<file path="config.mk">
export PLATFORM = sky130hd
export DESIGN_NAME = instr_fetch_q
export DESIGN_NICKNAME = d
export VERILOG_FILES = /design/src/rtl/instr_fetch_q.sv
export SDC_FILE = /design/constraint.sdc
export NUM_CORES = 1
export LEC_CHECK = 0
export BUFFER_PORTS_ARGS = -buffer_cell sky130_fd_sc_hd__buf_2
export CORE_ASPECT_RATIO = 1.5
export CORE_MARGIN = 2
export CORE_UTILIZATION = 51
export DETAILED_ROUTE_END_ITERATION = 8
export GPL_ROUTABILITY_DRIVEN = 1
export MAX_ROUTING_LAYER = met4
export PLACE_DENSITY = 0.86
export SYNTH_ARGS = -nofsm -noshare
export SYNTH_HDL_FRONTEND = slang
export SYNTH_SLANG_ARGS = --single-unit
export TNS_END_PERCENT = 10
</file>
<file path="constraint.sdc">
create_clock -name clk -period 6.3 [get_ports clk]
set_input_delay 0.315 -clock clk [delete_from_list [all_inputs] [get_ports clk]]
set_output_delay 0.315 -clock clk [all_outputs]
set_load 0.1 [all_outputs]
</file>
<file path="src/rtl/instr_fetch_q.sv">
// Instruction fetch unit: PC generation, 1-cycle memory requests, and a small {pc, instr} buffer to decode.
// Optional misaligned-redirect fault checking is enabled by defining IF_MISALIGN_CHK_EN.
module instr_fetch_q #(
    parameter int unsigned     XLEN       = 32,
    parameter int unsigned     ADDR_WIDTH = 10,
    parameter logic [XLEN-1:0] RESET_PC   = 32'h0000_0000,
    parameter int unsigned     FIFO_DEPTH = 2
) (
    input  logic                  clk,
    input  logic                  rst,
    output logic                  imem_en,
    output logic [ADDR_WIDTH-1:0] imem_addr,
    input  logic [XLEN-1:0]       imem_rdata,
    input  logic                  redirect,
    input  logic [XLEN-1:0]       redirect_pc,
    output logic                  id_valid,
    input  logic                  id_ready,
    output logic [XLEN-1:0]       id_instr,
    output logic [XLEN-1:0]       id_pc,
    output logic                  fetch_fault
);

    localparam int unsigned    PTR_W     = $clog2(FIFO_DEPTH);
    localparam int unsigned    CNT_W     = PTR_W + 1;
    localparam logic [CNT_W:0] DEPTH_EXT = (CNT_W+1)'(FIFO_DEPTH);

    logic [XLEN-1:0]  fetch_pc_q, fetch_pc_d;
    logic [XLEN-1:0]  inflight_pc_q, inflight_pc_d;
    logic             inflight_q, inflight_d;
    logic             kill_q, kill_d;
    logic             fault_q, fault_d;
    logic [CNT_W-1:0] count_q, count_d;
    logic [PTR_W-1:0] rd_ptr_q, rd_ptr_d;
    logic [PTR_W-1:0] wr_ptr_q, wr_ptr_d;
    logic [XLEN-1:0]  pc_mem_q    [FIFO_DEPTH];
    logic [XLEN-1:0]  instr_mem_q [FIFO_DEPTH];

    logic             pop, push, issue;
    logic [CNT_W:0]   occupancy, limit;

`ifdef IF_MISALIGN_CHK_EN
    assign fault_d = redirect ? (redirect_pc[1:0] != 2'b00) : fault_q;
`else
    assign fault_d = 1'b0;
`endif

    assign id_valid    = (count_q != '0);
    assign pop         = id_valid & id_ready;
    assign push        = inflight_q & ~kill_q & ~redirect;
    // Counting the in-flight request as occupied guarantees its response always has a slot.
    assign occupancy   = {1'b0, count_q} + (CNT_W+1)'(inflight_q);
    assign limit       = DEPTH_EXT + (CNT_W+1)'(pop);
    assign issue       = rst & ~redirect & ~fault_q & (occupancy < limit);

    assign imem_en     = issue;
    assign imem_addr   = fetch_pc_q[ADDR_WIDTH+1:2];
    assign id_instr    = instr_mem_q[rd_ptr_q];
    assign id_pc       = pc_mem_q[rd_ptr_q];
    assign fetch_fault = fault_q;

    always_comb begin
        fetch_pc_d    = fetch_pc_q;
        inflight_pc_d = inflight_pc_q;
        inflight_d    = issue;
        kill_d        = redirect;
        count_d       = count_q + CNT_W'(push) - CNT_W'(pop);
        rd_ptr_d      = rd_ptr_q + PTR_W'(pop);
        wr_ptr_d      = wr_ptr_q + PTR_W'(push);
        if (redirect) begin
            fetch_pc_d = redirect_pc & ~XLEN'(3);
            count_d    = '0;
            rd_ptr_d   = '0;
            wr_ptr_d   = '0;
        end else if (issue) begin
            fetch_pc_d    = fetch_pc_q + XLEN'(4);
            inflight_pc_d = fetch_pc_q;
        end
    end

    always_ff @(posedge clk) begin
        if (!rst) begin
            fetch_pc_q    <= RESET_PC;
            inflight_pc_q <= '0;
            inflight_q    <= 1'b0;
            kill_q        <= 1'b0;
            fault_q       <= 1'b0;
            count_q       <= '0;
            rd_ptr_q      <= '0;
            wr_ptr_q      <= '0;
            for (int i = 0; i < FIFO_DEPTH; i++) begin
                pc_mem_q[i]    <= '0;
                instr_mem_q[i] <= '0;
            end
        end else begin
            fetch_pc_q    <= fetch_pc_d;
            inflight_pc_q <= inflight_pc_d;
            inflight_q    <= inflight_d;
            kill_q        <= kill_d;
            fault_q       <= fault_d;
            count_q       <= count_d;
            rd_ptr_q      <= rd_ptr_d;
            wr_ptr_q      <= wr_ptr_d;
            if (push) begin
                pc_mem_q[wr_ptr_q]    <= inflight_pc_q;
                instr_mem_q[wr_ptr_q] <= imem_rdata;
            end
        end
    end

endmodule

</file>
Yosys cells after proc, flatten, opt, wreduce, memory -nomap -nowiden:

Memories as Yosys holds them, arrays and structs flattened. A register that Yosys moved wholly into a read port is not among the register bits.
Index checks and enable logic that the tools add are counted.
W data, S select, Z words.

* input port bits: 68
* word-level logic and storage cells: 46
* register bits: 70
* RAM bits: 128
* output and inout bits: 77
* memories: 2

* mux-type cells: 14
* bitwise logic cells: 8
* magnitude comparators: 1
* reductions and logical operators: 6
* $add $sub $neg: 7

Memories
* instr_mem_q: depth 2, width 32, rd ports 1, clocked after Yosys merged registers in 1, wr ports 2, line 36 `logic [XLEN-1:0] instr_mem_q [FIFO_DEPTH];`
* pc_mem_q: depth 2, width 32, rd ports 1, clocked after Yosys merged registers in 1, wr ports 2, line 35 `logic [XLEN-1:0] pc_mem_q [FIFO_DEPTH];`

Operators with widths (count)
* $mux W32: 4
* $reduce_or A32 Y1: 2
* $add A32 B3 Y32 const B: 1
* $mux W1: 10
* $and A1 B1 Y1: 5
* $reduce_bool A2 Y1: 2
* $add A2 B1 Y3: 1
* $add A2 B1 Y3 const A: 1
* $lt A3 B3 Y1: 1
* $not A1 Y1: 3
* $add A1 B1 Y1: 2
* $add A2 B1 Y2: 1
* $reduce_and A2 Y1: 1
* $reduce_or A2 Y1: 1
* $sub A2 B1 Y2: 1

Longest topological paths before layout:

Gate-level depths: netlist of run 1.

* depth in word-level cells: 8
* gate-level depth with buffers: 10
* gate-level depth less buffers: 8

Least setup slack after synthesis of run 1:

No wires, ideal clock.

* path kind: input to register
* start: input port redirect
* end: memory instr_mem_q[0][0] (enable)
* required time: 5.732 ns
* data arrival time: 5.306 ns
* stages: 5
* setup time: 0.568 ns
* path buffers: 2
* path slack: 0.427 ns
* cells stage by stage: clkbuf_1 -> inv_1 -> clkbuf_1 -> nand2_1 -> o21ai_0

RTL lines
* start: declaration: line 14 `input logic redirect,`
* end: declaration: line 36

Final worst setup path of run 1:

* start: register count_q[0]
* end: output port imem_en

* word-level cells in the longest chain between the ends: 5
* elaborated cells between the ends (all ways): 6
* classes of those cells: add/sub: 2; order compare: 1; bitwise: 2; reduce/logical: 1

RTL lines
* start: declaration: line 32 `logic [CNT_W-1:0] count_q, count_d;`
* start signal: assignment: line 100 `count_q <= count_d;`
* $reduce_bool A2 Y1: line 47 `assign id_valid = (count_q != '0);`
* $and A1 B1 Y1: line 48 `assign pop = id_valid & id_ready;`
* $add A2 B1 Y3: line 52 `assign limit = DEPTH_EXT + (CNT_W+1)'(pop);`
* $lt A3 B3 Y1 *: line 53 `assign issue = rst & ~redirect & ~fault_q & (occupancy < limit);`
* $and A1 B1 Y1 *: line 53
* end: declaration: line 11 `output logic imem_en,`

Mark *: on every way between the ends. The rest lies on a longest branch, timed or not.

==> flow_summary.json, run 1 <==
{
  "async_flop_share_pct": 0,
  "r2r_setup_slack_ns": 3.31,
  "drc": 0,
  "grt_pass1_vias": 5626,
  "drtAntennaViolNets": 0,
  "synth_edf_count": 124,
  "yosysTopAreaCellShare_pct": 43.62,
  "hp-start": "redirect_pc[5]",
  "clockBufferDepth": 2,
  "cts.repair.resized": 0,
  "drv_cap": 0,
  "cts_tree": "done",
  "num_vias": 5701,
  "postCtsSetupBuffers": 0,
  "rows": 57,
  "switchingPower_uw": 791.5,
  "crit_path_max_fanout": 45,
  "power_density_nw_per_um2": 288.5,
  "fin_crit_sh_pct": 59.31,
  "yosysUniqueCellTypes": 57,
  "die_w_um": 109.6,
  "grt_pass1_wl_um": 27490,
  "cp.arrival_ns": 3.42,
  "drt_first_pass_iters": 4,
  "path_cells": "ha_1 -> ha_1 -> nand2b_4 -> nand2b_4 -> inv_1 -> buf_2",
  "postCtsHoldBufs": 0,
  "worstHoldPathCells": 3,
  "syn_area_per_cell_sq_um": 11.71,
  "setup_viol": 0,
  "tightest_slew_ns": 1.173,
  "synthCells": 729,
  "rsz0062_at_grt": "no",
  "path_delay_family": "buffers and inverters",
  "max_freq_mhz": 267.6,
  "synth.area.top_cells": "edfxtp_1 44%, dfxtp_1 15%, and2_1 9.7%",
  "cts_max_level": 4,
  "slew_headroom_pct": 21.63,
  "crit_path_top_delay_cell": "inv_1",
  "ys_top_cells_by_count": "132 x and2_1, 124 x edfxtp_1, 83 x nand2_1",
  "cts-root-buf": "clkbuf_16",
  "rr_worst_depth": 7,
  "coreArea_sq_um": 16330,
  "synth.most_common_cell": "and2_1",
  "ys_warn_count": 0,
  "die-area_sq_um": 17810,
  "yosysSeqAreaShare_pct": 59.09,
  "ys_seq_elements": 190,
  "io_buffers": 139,
  "hpwl_um": 11050,
  "finalPower_uw": 2841,
  "synth_area_sq_um": 8537,
  "timing.rr.start": "count_q[0]",
  "cts_buffers": 17,
  "power.share.clock_pct": 37.8,
  "drt-total-wl_um": 17150,
  "overflow": 0,
  "path_class": "register to output pin",
  "start_util_pct": 52.27,
  "crit_buf_inv": 2,
  "fp.dieH_um": 162.5,
  "skew_ns": 0.01216,
  "area_delta_synth_final_pct": 15.33,
  "p_int_uw": 2049,
  "via_per_inst": 5.419,
  "ys.flop_type": "edfxtp_1",
  "post_drt_wl_per_cell_um": 16.30,
  "grt_max_degree": 64,
  "nNetsFinal": 906,
  "r2r_end": "fetch_pc_q[9]",
  "drtIter0Drc": 393,
  "setup_tns_ns": 0,
  "sw_frac_of_total_pct": 27.86,
  "cts_sinks": 190,
  "cp_data_required_time_ns": 5.98,
  "hp-class": "input port to register",
  "gp_congestion": 0.8760,
  "hold-path-endpoint": "fetch_pc_q[5]",
  "fin_crit_ns": 3.737,
  "path_clk_slew_ns": 0.07,
  "cp-start-kind": "register",
  "worstSetupEndpointType": "output pin",
  "stdcell_area_sq_um": 9846,
  "drive_gt1_share_pct": 30.14,
  "track_usage_pct": 20.45,
  "place_area_sq_um": 9245,
  "hold_viol": 0,
  "diodes": 0,
  "drv_slew": 0,
  "cp_slowest_stage_delay_ns": 0.82,
  "p_comb_share_pct": 12.6,
  "p_leak_uw": 0.003896,
  "max-vdd-ir-drop_mv": 0.1718,
  "yosys.area.top_type": "edfxtp_1",
  "num-fill-cells": 1333,
  "io_pins": 145,
  "antenna_found_initial": 0,
  "outcome": "finished clean",
  "clk_latency_ns": 0.42,
  "seqPwrFrac_pct": 49.6
}
-- layout by cell type, fill, tap and decap left out, types with 3 or more instances in the layout --
master / netlist / routed
a31oi_1: 7 / 7
nor2_1: 8 / 7
a21oi_1: 46 / 46
buf_4: 13 / 5
buf_2: 9 / 139
and4_1: 5 / 5
inv_1: 6 / 6
o21ai_0: 20 / 19
dfxtp_1: 66 / 65
o22ai_1: 5 / 5
and2_1: 132 / 132
ha_1: 5 / 5
conb_1: 1 / 3
nand3_1: 8 / 8
nor4_1: 9 / 9
clkbuf_8: 0 / 3
mux2_2: 64 / 64
inv_6: 0 / 5
xor2_1: 3 / 3
nand2_1: 83 / 83
clkbuf_16: 0 / 19
o2111ai_1: 3 / 3
xnor2_1: 21 / 21
nand4_1: 5 / 5
edfxtp_1: 124 / 124
nor3_1: 7 / 7
-- area by class of cell --
type / count / area, sq um / area share (%)
clock inverter: 9 / 80.08 / 0.8133
timing repair buffer: 144 / 733.2 / 7.447
inverter: 7 / 26.28 / 0.2669
tap: 206 / 257.7 / 2.618
sequential: 190 / 5046 / 51.25
multi-input combinational: 473 / 3182 / 32.32
clock buffer: 23 / 520.5 / 5.287
-- power by group through the flow --
| stage | combinational (uW) | sequential, uW | clock (uW) |
|---|---|---|---|
| after floorplan | 302 | 1430 | 0 |
| after global placement | 356 | 1430 | 0 |
| after detailed placement | 360 | 1440 | 0 |
| after CTS | 362 | 1410 | 1090 |
| after global routing | 378 | 1420 | 1140 |
| final | 359 | 1410 | 1070 |
-- stage by stage --
step                util (%)  cells  hold slack [ns]  setup WS (ns)
finish                 60.29   1052           0.1432          2.563
global route           60.29   1052           0.1352          2.350
CTS                    60.29   1052           0.1329          2.535
detailed placement     56.61   1020           0.4589          3.005
global placement       56.61   1020           0.4456          3.058
floorplan                  -    731           0.4401         0.4268
-- worst min-delay path: cells and delay by family --
family                 cells  cell delay, ns
AO/OA/AOI/OAI              1            0.05
buffers and inverters      1            0.10
AND/OR/NAND/NOR            1            0.06
-- state kept, by name (all words and copies together) (netlist names) --
name and cells:
rd_ptr_q 1, wr_ptr_q 1, pc_mem_q 60, fetch_pc_q 30
inflight_pc_q 30, instr_mem_q 64, inflight_q 1, kill_q 1
count_q 2
-- how the worst max path moves through the flow --
| stage | endpoint | cells after the start | startpoint | slack [ns] |
|---|---|---|---|---|
| floorplan | instr_mem_q[0][0] | 5 | redirect | 0.43 |
| global placement | imem_en | 6 | count_q[0] | 3.06 |
| detailed placement | imem_en | 6 | count_q[0] | 3.01 |
| CTS | imem_en | 6 | count_q[0] | 2.54 |
| global route | imem_en | 6 | count_q[0] | 2.35 |
| finish | imem_en | 6 | count_q[0] | 2.56 |
-- per-layer routing --
| layer | share of wire (%) | global-route usage [%] | vias to the layer above |
|---|---|---|---|
| met5 | 0 | - | - |
| met4 | 2.2 | 6.789 | 0 |
| met3 | 3.9 | 4.122 | 29 |
| met2 | 54 | 36.31 | 159 |
| met1 | 40 | 22.57 | 2753 |
| li1 | - | - | 2760 |
-- cell families after synthesis --
logic type / after synthesis / share of synthesized area [%]
other cells: 1 / 0.04393
mux: 65 / 8.559
simple gates: 279 / 18.53
xor+xnor: 24 / 2.462
buf+inv: 68 / 3.972
compound gates: 97 / 6.610
flops: 190 / 59.09
fa+ha+maj: 5 / 0.7328
(Power assumes the default switching activity.)
==> run 2, diff against run 1 <==
--- a/config.mk
+++ b/config.mk
@@ -8,11 +8,11 @@
 export BUFFER_PORTS_ARGS = -buffer_cell sky130_fd_sc_hd__buf_2
 export CORE_ASPECT_RATIO = 1.5
 export CORE_MARGIN = 2
-export CORE_UTILIZATION = 51
+export CORE_UTILIZATION = 56
 export DETAILED_ROUTE_END_ITERATION = 8
 export GPL_ROUTABILITY_DRIVEN = 1
 export MAX_ROUTING_LAYER = met4
-export PLACE_DENSITY = 0.86
+export PLACE_DENSITY = 0.9
 export SYNTH_ARGS = -nofsm -noshare
 export SYNTH_HDL_FRONTEND = slang
 export SYNTH_SLANG_ARGS = --single-unit
==> constraint.sdc (replaced) <==
create_clock -name clk -period 3.8 [get_ports clk]
set_input_delay 0.19 -clock clk [delete_from_list [all_inputs] [get_ports clk]]
set_output_delay 0.19 -clock clk [all_outputs]
set_load 0.1 [all_outputs]
==> flow_summary.json, run 2 (same netlist as run 1, synthesis figures left out) <==
{
  "outcome": "finished clean",
  "place_area_sq_um": 9270,
  "fp.dieH_um": 155.2,
  "io_buffers": 139,
  "crit_path_max_fanout": 45,
  "cp_data_required_time_ns": 3.61,
  "cp.arrival_ns": 2.72,
  "max_freq_mhz": 343.5,
  "regMostFlops": "instr_mem_q",
  "cts_tree": "done",
  "drt_first_pass_iters": 5,
  "path_cells": "ha_1 -> ha_1 -> nand2b_4 -> nand2b_4 -> inv_1 -> buf_2",
  "hold_viol": 0,
  "antenna_found_initial": 0,
  "post-place-ws_ns": 1.227,
  "gp_congestion": 0.8545,
  "grt_max_degree": 63,
  "cts_max_level": 4,
  "setup_tns_ns": 0,
  "cts_buffers": 17,
  "path_class": "register to output pin",
  "cp_slowest_stage_delay_ns": 0.57,
  "drc": 0,
  "postCtsSetupBuffers": 0,
  "diodes": 0,
  "power_density_nw_per_um2": 466.6,
  "drt-total-wl_um": 17670,
  "drive_gt1_share_pct": 29.96,
  "drv_slew": 0,
  "layout_commonest_cell": "buf_2",
  "nNetsFinal": 911,
  "largest_reg_flops": 64,
  "overflow": 0,
  "num_vias": 5828,
  "drtIter0Drc": 268,
  "largestRegisters": "instr_mem_q (64), pc_mem_q (60)",
  "rows": 55,
  "die_w_um": 104.8,
  "path_clk_slew_ns": 0.07,
  "drtAntennaViolNets": 0,
  "crit_path_top_delay_cell": "ha_1",
  "fin_crit_ns": 2.911,
  "slew_headroom_pct": 20.75,
  "hp-class": "input port to register",
  "die-area_sq_um": 16270,
  "clockBufferDepth": 2,
  "final.setup.worst_slack_ns": 0.8891,
  "skew_ns": 0.01044,
  "tightest_slew_ns": 1.186,
  "via_per_inst": 5.550,
  "coreArea_sq_um": 15000,
  "post_drt_wl_per_cell_um": 16.83,
  "grt_pass1_wl_um": 28240,
  "r2r_setup_slack_ns": 1.17,
  "clk_latency_ns": 0.42,
  "worstSetupEndpointType": "output pin",
  "hpwl_um": 11220,
  "start_util_pct": 56.91,
  "p_leak_uw": 0.003884,
  "grt_pass1_vias": 5888,
  "setup_viol": 0,
  "finalPower_uw": 4590,
  "cts-root-buf": "clkbuf_16",
  "cp-start-kind": "register",
  "path_delay_family": "adder cells",
  "max-vdd-ir-drop_mv": 0.2876,
  "track_usage_pct": 22.59,
  "area_delta_synth_final_pct": 15.23,
  "drv_cap": 0,
  "cts_sinks": 190,
  "final_cell_mix": "139 x buf_2, 132 x and2_1, 124 x edfxtp_1, 83 x nand2_1, 65 x dfxtp_1",
  "crit_buf_inv": 2,
  "io_pins": 145,
  "rsz0062_at_grt": "no",
  "stdcell_area_sq_um": 9837,
  "fin_crit_sh_pct": 76.60
}
run 2: changes by cell type in the layout (fill, tap and decap cells not counted), sizes merged:
cell         delta
bufinv          +1
inv             -3
clkbuf          -4
dlygate4sd3     +2
buf             +3
clkinv          +2
clkinvlp        +4
run 2: worst paths after layout:
| path | start | end | cells after the start |
|---|---|---|---|
| worst max-delay path | count_q[0] | imem_en | 6 |
| worst min-delay path | redirect_pc[7] | fetch_pc_q[7] | 3 |
| worst max register to register | count_q[0] | fetch_pc_q[9] | 8 |
| worst min register to register | inflight_pc_q[7] | inflight_pc_q[7] | 2 |
run 2: layout make-up:
type                    instances  area, sq um
clock buffers                  19        432.9
inverters                       7        26.28
fillers                      1126         5165
multi-input cells             473         3181
repair buffers                149        788.3
clock inverters                13        113.9
well taps                     199        249.0
flip-flops and latches        190         5046
run 2: stage by stage:
stage | hold WS [ns] | utilization (%) | instances
floorplan | 0.3227 | - | 731
global placement | 0.4259 | 61.79 | 1016
detailed placement | 0.4269 | 61.79 | 1016
CTS | 0.0009187 | 65.57 | 1050
global route | 0.01315 | 65.57 | 1050
finish | 0.01549 | 65.57 | 1050
run 2: timing repair:
| action | CTS | global route |
|---|---|---|
| setup endpoints to repair | 0 | 0 |
| resized for setup | 0 | 0 |
| hold endpoints to repair | 2 | 0 |
| hold buffers | 2 | 0 |
run 2: worst min-delay path: stages:
cell	delay, ns
buf_2	0.09
nand2_1	0.05
a21oi_1	0.05
run 2: layer usage:
layer | routed length [um] | global-route usage, %
met1 | 6915 | 24.92
met2 | 9521 | 40.35
met3 | 861 | 4.147
met5 | 0 | -
met4 | 371 | 8.825
run 2: where the power goes:
part	internal [uW]	switching [uW]	total (uW)
clock	905	745	1650
sequential	2280	55.8	2340
combinational	127	473	600
total	3320	1270	4590
==> run 3, diff against run 2 <==
==> constraint.sdc (replaced) <==
create_clock -name clk -period 2.8 [get_ports clk]
set_input_delay 0.14 -clock clk [delete_from_list [all_inputs] [get_ports clk]]
set_output_delay 0.14 -clock clk [all_outputs]
set_load 0.1 [all_outputs]
==> flow_summary.json, run 3 (same netlist as run 1, synthesis figures left out) <==
{
  "outcome": "finished clean",
  "seqCellArea_sq_um": 5046,
  "crit_top_cell": "ha_1",
  "p_comb_share_pct": 13.5,
  "max-vdd-ir-drop_mv": 0.3811,
  "layout_commonest_cell": "buf_2",
  "die-area_sq_um": 16270,
  "die_w_um": 104.8,
  "hold_viol": 0,
  "grt_max_degree": 63,
  "io_pins": 145,
  "clk_latency_ns": 0.42,
  "p_leak_uw": 0.004021,
  "crit_path_top_delay_cell": "dfxtp_1",
  "cp-start-kind": "register",
  "cp_data_required_time_ns": 2.66,
  "cts_max_level": 4,
  "slew_headroom_pct": 55.11,
  "num_vias": 5906,
  "nNetsFinal": 936,
  "wl_met1_um": 6797,
  "fin_cells": 1075,
  "grt_pass1_vias": 5680,
  "fin_crit_sh_pct": 92.37,
  "coreArea_sq_um": 15000,
  "cts_sinks": 190,
  "drv_cap": 0,
  "setup_tns_ns": 0,
  "crit_cells": 7,
  "wl_met2_um": 9555,
  "power_density_nw_per_um2": 618.8,
  "via_per_inst": 5.494,
  "cts-root-buf": "clkbuf_16",
  "diodes": 0,
  "skew_ns": 0.008419,
  "largestRegisters": "instr_mem_q (64), pc_mem_q (60)",
  "switchingPower_uw": 1797,
  "track_usage_pct": 22.02,
  "hp-class": "input port to register",
  "rr_worst_depth": 7,
  "num-fill-cells": 1129,
  "hold-path-endpoint": "fetch_pc_q[17]",
  "setup_viol": 0,
  "seqPwrFrac_pct": 50.6,
  "drtIter0Drc": 264,
  "hpwl_um": 11380,
  "area_delta_synth_final_pct": 18.60,
  "r2r_end": "fetch_pc_q[15]",
  "dp_cells": 1020,
  "path_class": "register to output pin",
  "regMostFlops": "instr_mem_q",
  "post_drt_wl_per_cell_um": 16.17,
  "worstSetupEndpointType": "output pin",
  "dr_wl_met3_um": 765,
  "drt_first_pass_iters": 5,
  "drtAntennaViolNets": 0,
  "rsz0062_at_grt": "no",
  "crit_path_max_fanout": 32,
  "overflow": 0,
  "p_int_uw": 4469,
  "cts.repair.resized": 0,
  "fin_crit_ns": 2.586,
  "largest_reg_flops": 64,
  "rows": 55,
  "antenna_found_initial": 0,
  "path_clk_slew_ns": 0.07,
  "cts_buffers": 17,
  "cts_tree": "done",
  "io_buffers": 139,
  "cp.arrival_ns": 2.45,
  "gp_congestion": 0.8660,
  "start_util_pct": 56.91,
  "max_freq_mhz": 386.6,
  "hold_ws_ns": 0.01310,
  "multi_input_area_sq_um": 3182,
  "postCtsSetupBuffers": 0,
  "fp.dieH_um": 155.2,
  "power.share.clock_pct": 36.0,
  "grt_pass1_wl_um": 27840,
  "cp_slowest_stage_delay_ns": 0.34,
  "drive_gt1_share_pct": 30.02,
  "final_cell_mix": "138 x buf_2, 132 x and2_1, 124 x edfxtp_1, 83 x nand2_1, 65 x dfxtp_1",
  "timing.rr.start": "count_q[0]",
  "final_core_util_pct": 67.49,
  "route.top_layer_used": "met4",
  "hp-start": "redirect_pc[17]",
  "r2r_setup_slack_ns": 0.60,
  "drv_slew": 0,
  "path_cells": "ha_1 -> ha_1 -> o21ai_1 -> nand2b_4 -> inv_1 -> buf_4 -> buf_12",
  "drt-total-wl_um": 17380,
  "tightest_slew_ns": 0.6734,
  "worstHoldPathCells": 3,
  "path_delay_family": "buffers and inverters",
  "drc": 0,
  "crit_buf_inv": 3,
  "clockBufferDepth": 2,
  "sw_frac_of_total_pct": 28.68
}
run 3: cell types whose count changed in the layout (fill, tap and decap cells not counted), sizes merged:
cell and change:
dlygate4sd3 +21, buf +4, clkinvlp -4, inv +4, clkinv +2, bufinv -1, clkbuf -1
run 3: cell type report:
| class | instances | share of cell area (%) |
|---|---|---|
| Sequential cell | 190 | 49.84 |
| Multi-Input combinational cell | 473 | 31.43 |
| Timing Repair Buffer | 174 | 10.55 |
| Clock buffer | 18 | 4.251 |
| Tap cell | 199 | 2.459 |
| Clock inverter | 14 | 1.211 |
| Inverter | 7 | 0.2595 |
run 3: worst max-delay path by stage:
stage                         to        from  slack (ns)
6_report                 imem_en  count_q[0]        0.21
5_1_grt                  imem_en  count_q[0]        0.06
4_1_cts                  imem_en  count_q[0]        0.23
3_5_place_dp      fetch_pc_q[15]  count_q[0]        0.64
3_3_place_gp      fetch_pc_q[15]  count_q[0]        0.68
2_1_floorplan  instr_mem_q[1][0]  inflight_q        0.06
run 3: power groups by stage:
stage / Clock [uW] / Sequential [uW] / Combinational, uW
4_1_cts: 2290 / 3170 / 846
6_report: 2250 / 3170 / 843
3_3_place_gp: 0 / 3220 / 809
2_1_floorplan: 0 / 3210 / 681
5_1_grt: 2400 / 3180 / 883
3_5_place_dp: 0 / 3230 / 819
run 3: what timing repair did:
| action | 4_1_cts | 5_1_grt |
|---|---|---|
| hold endpoints to repair | 27 | 0 |
| hold buffers | 23 | 0 |
| setup endpoints to repair | 0 | 0 |
run 3: metrics by stage:
stage | setup slack, ns | total power (uW) | area [sq um]
2_1_floorplan | 0.05725 | 3889 | 8556
6_report | 0.2136 | 6265 | 10120
3_5_place_dp | 0.6377 | 4051 | 9341
4_1_cts | 0.2280 | 6301 | 10120
3_3_place_gp | 0.6807 | 4029 | 9341
5_1_grt | 0.06461 | 6462 | 10120
run 3: metal layers:
metal / GRT usage, % / vias up
met3: 3.310 / 20
li1: - / 2825
met2: 39.55 / 199
met5: - / -
met1: 25.22 / 2862
met4: 7.111 / 0
run 3: worst reg2reg max path, cell delays in order (launching register included):
cell and delay, ns:
dfxtp_1 0.34, ha_1 0.19, ha_1 0.28, o21ai_1 0.22
nand2b_4 0.27, buf_4 0.30, or3_1 0.36, a31oi_1 0.16
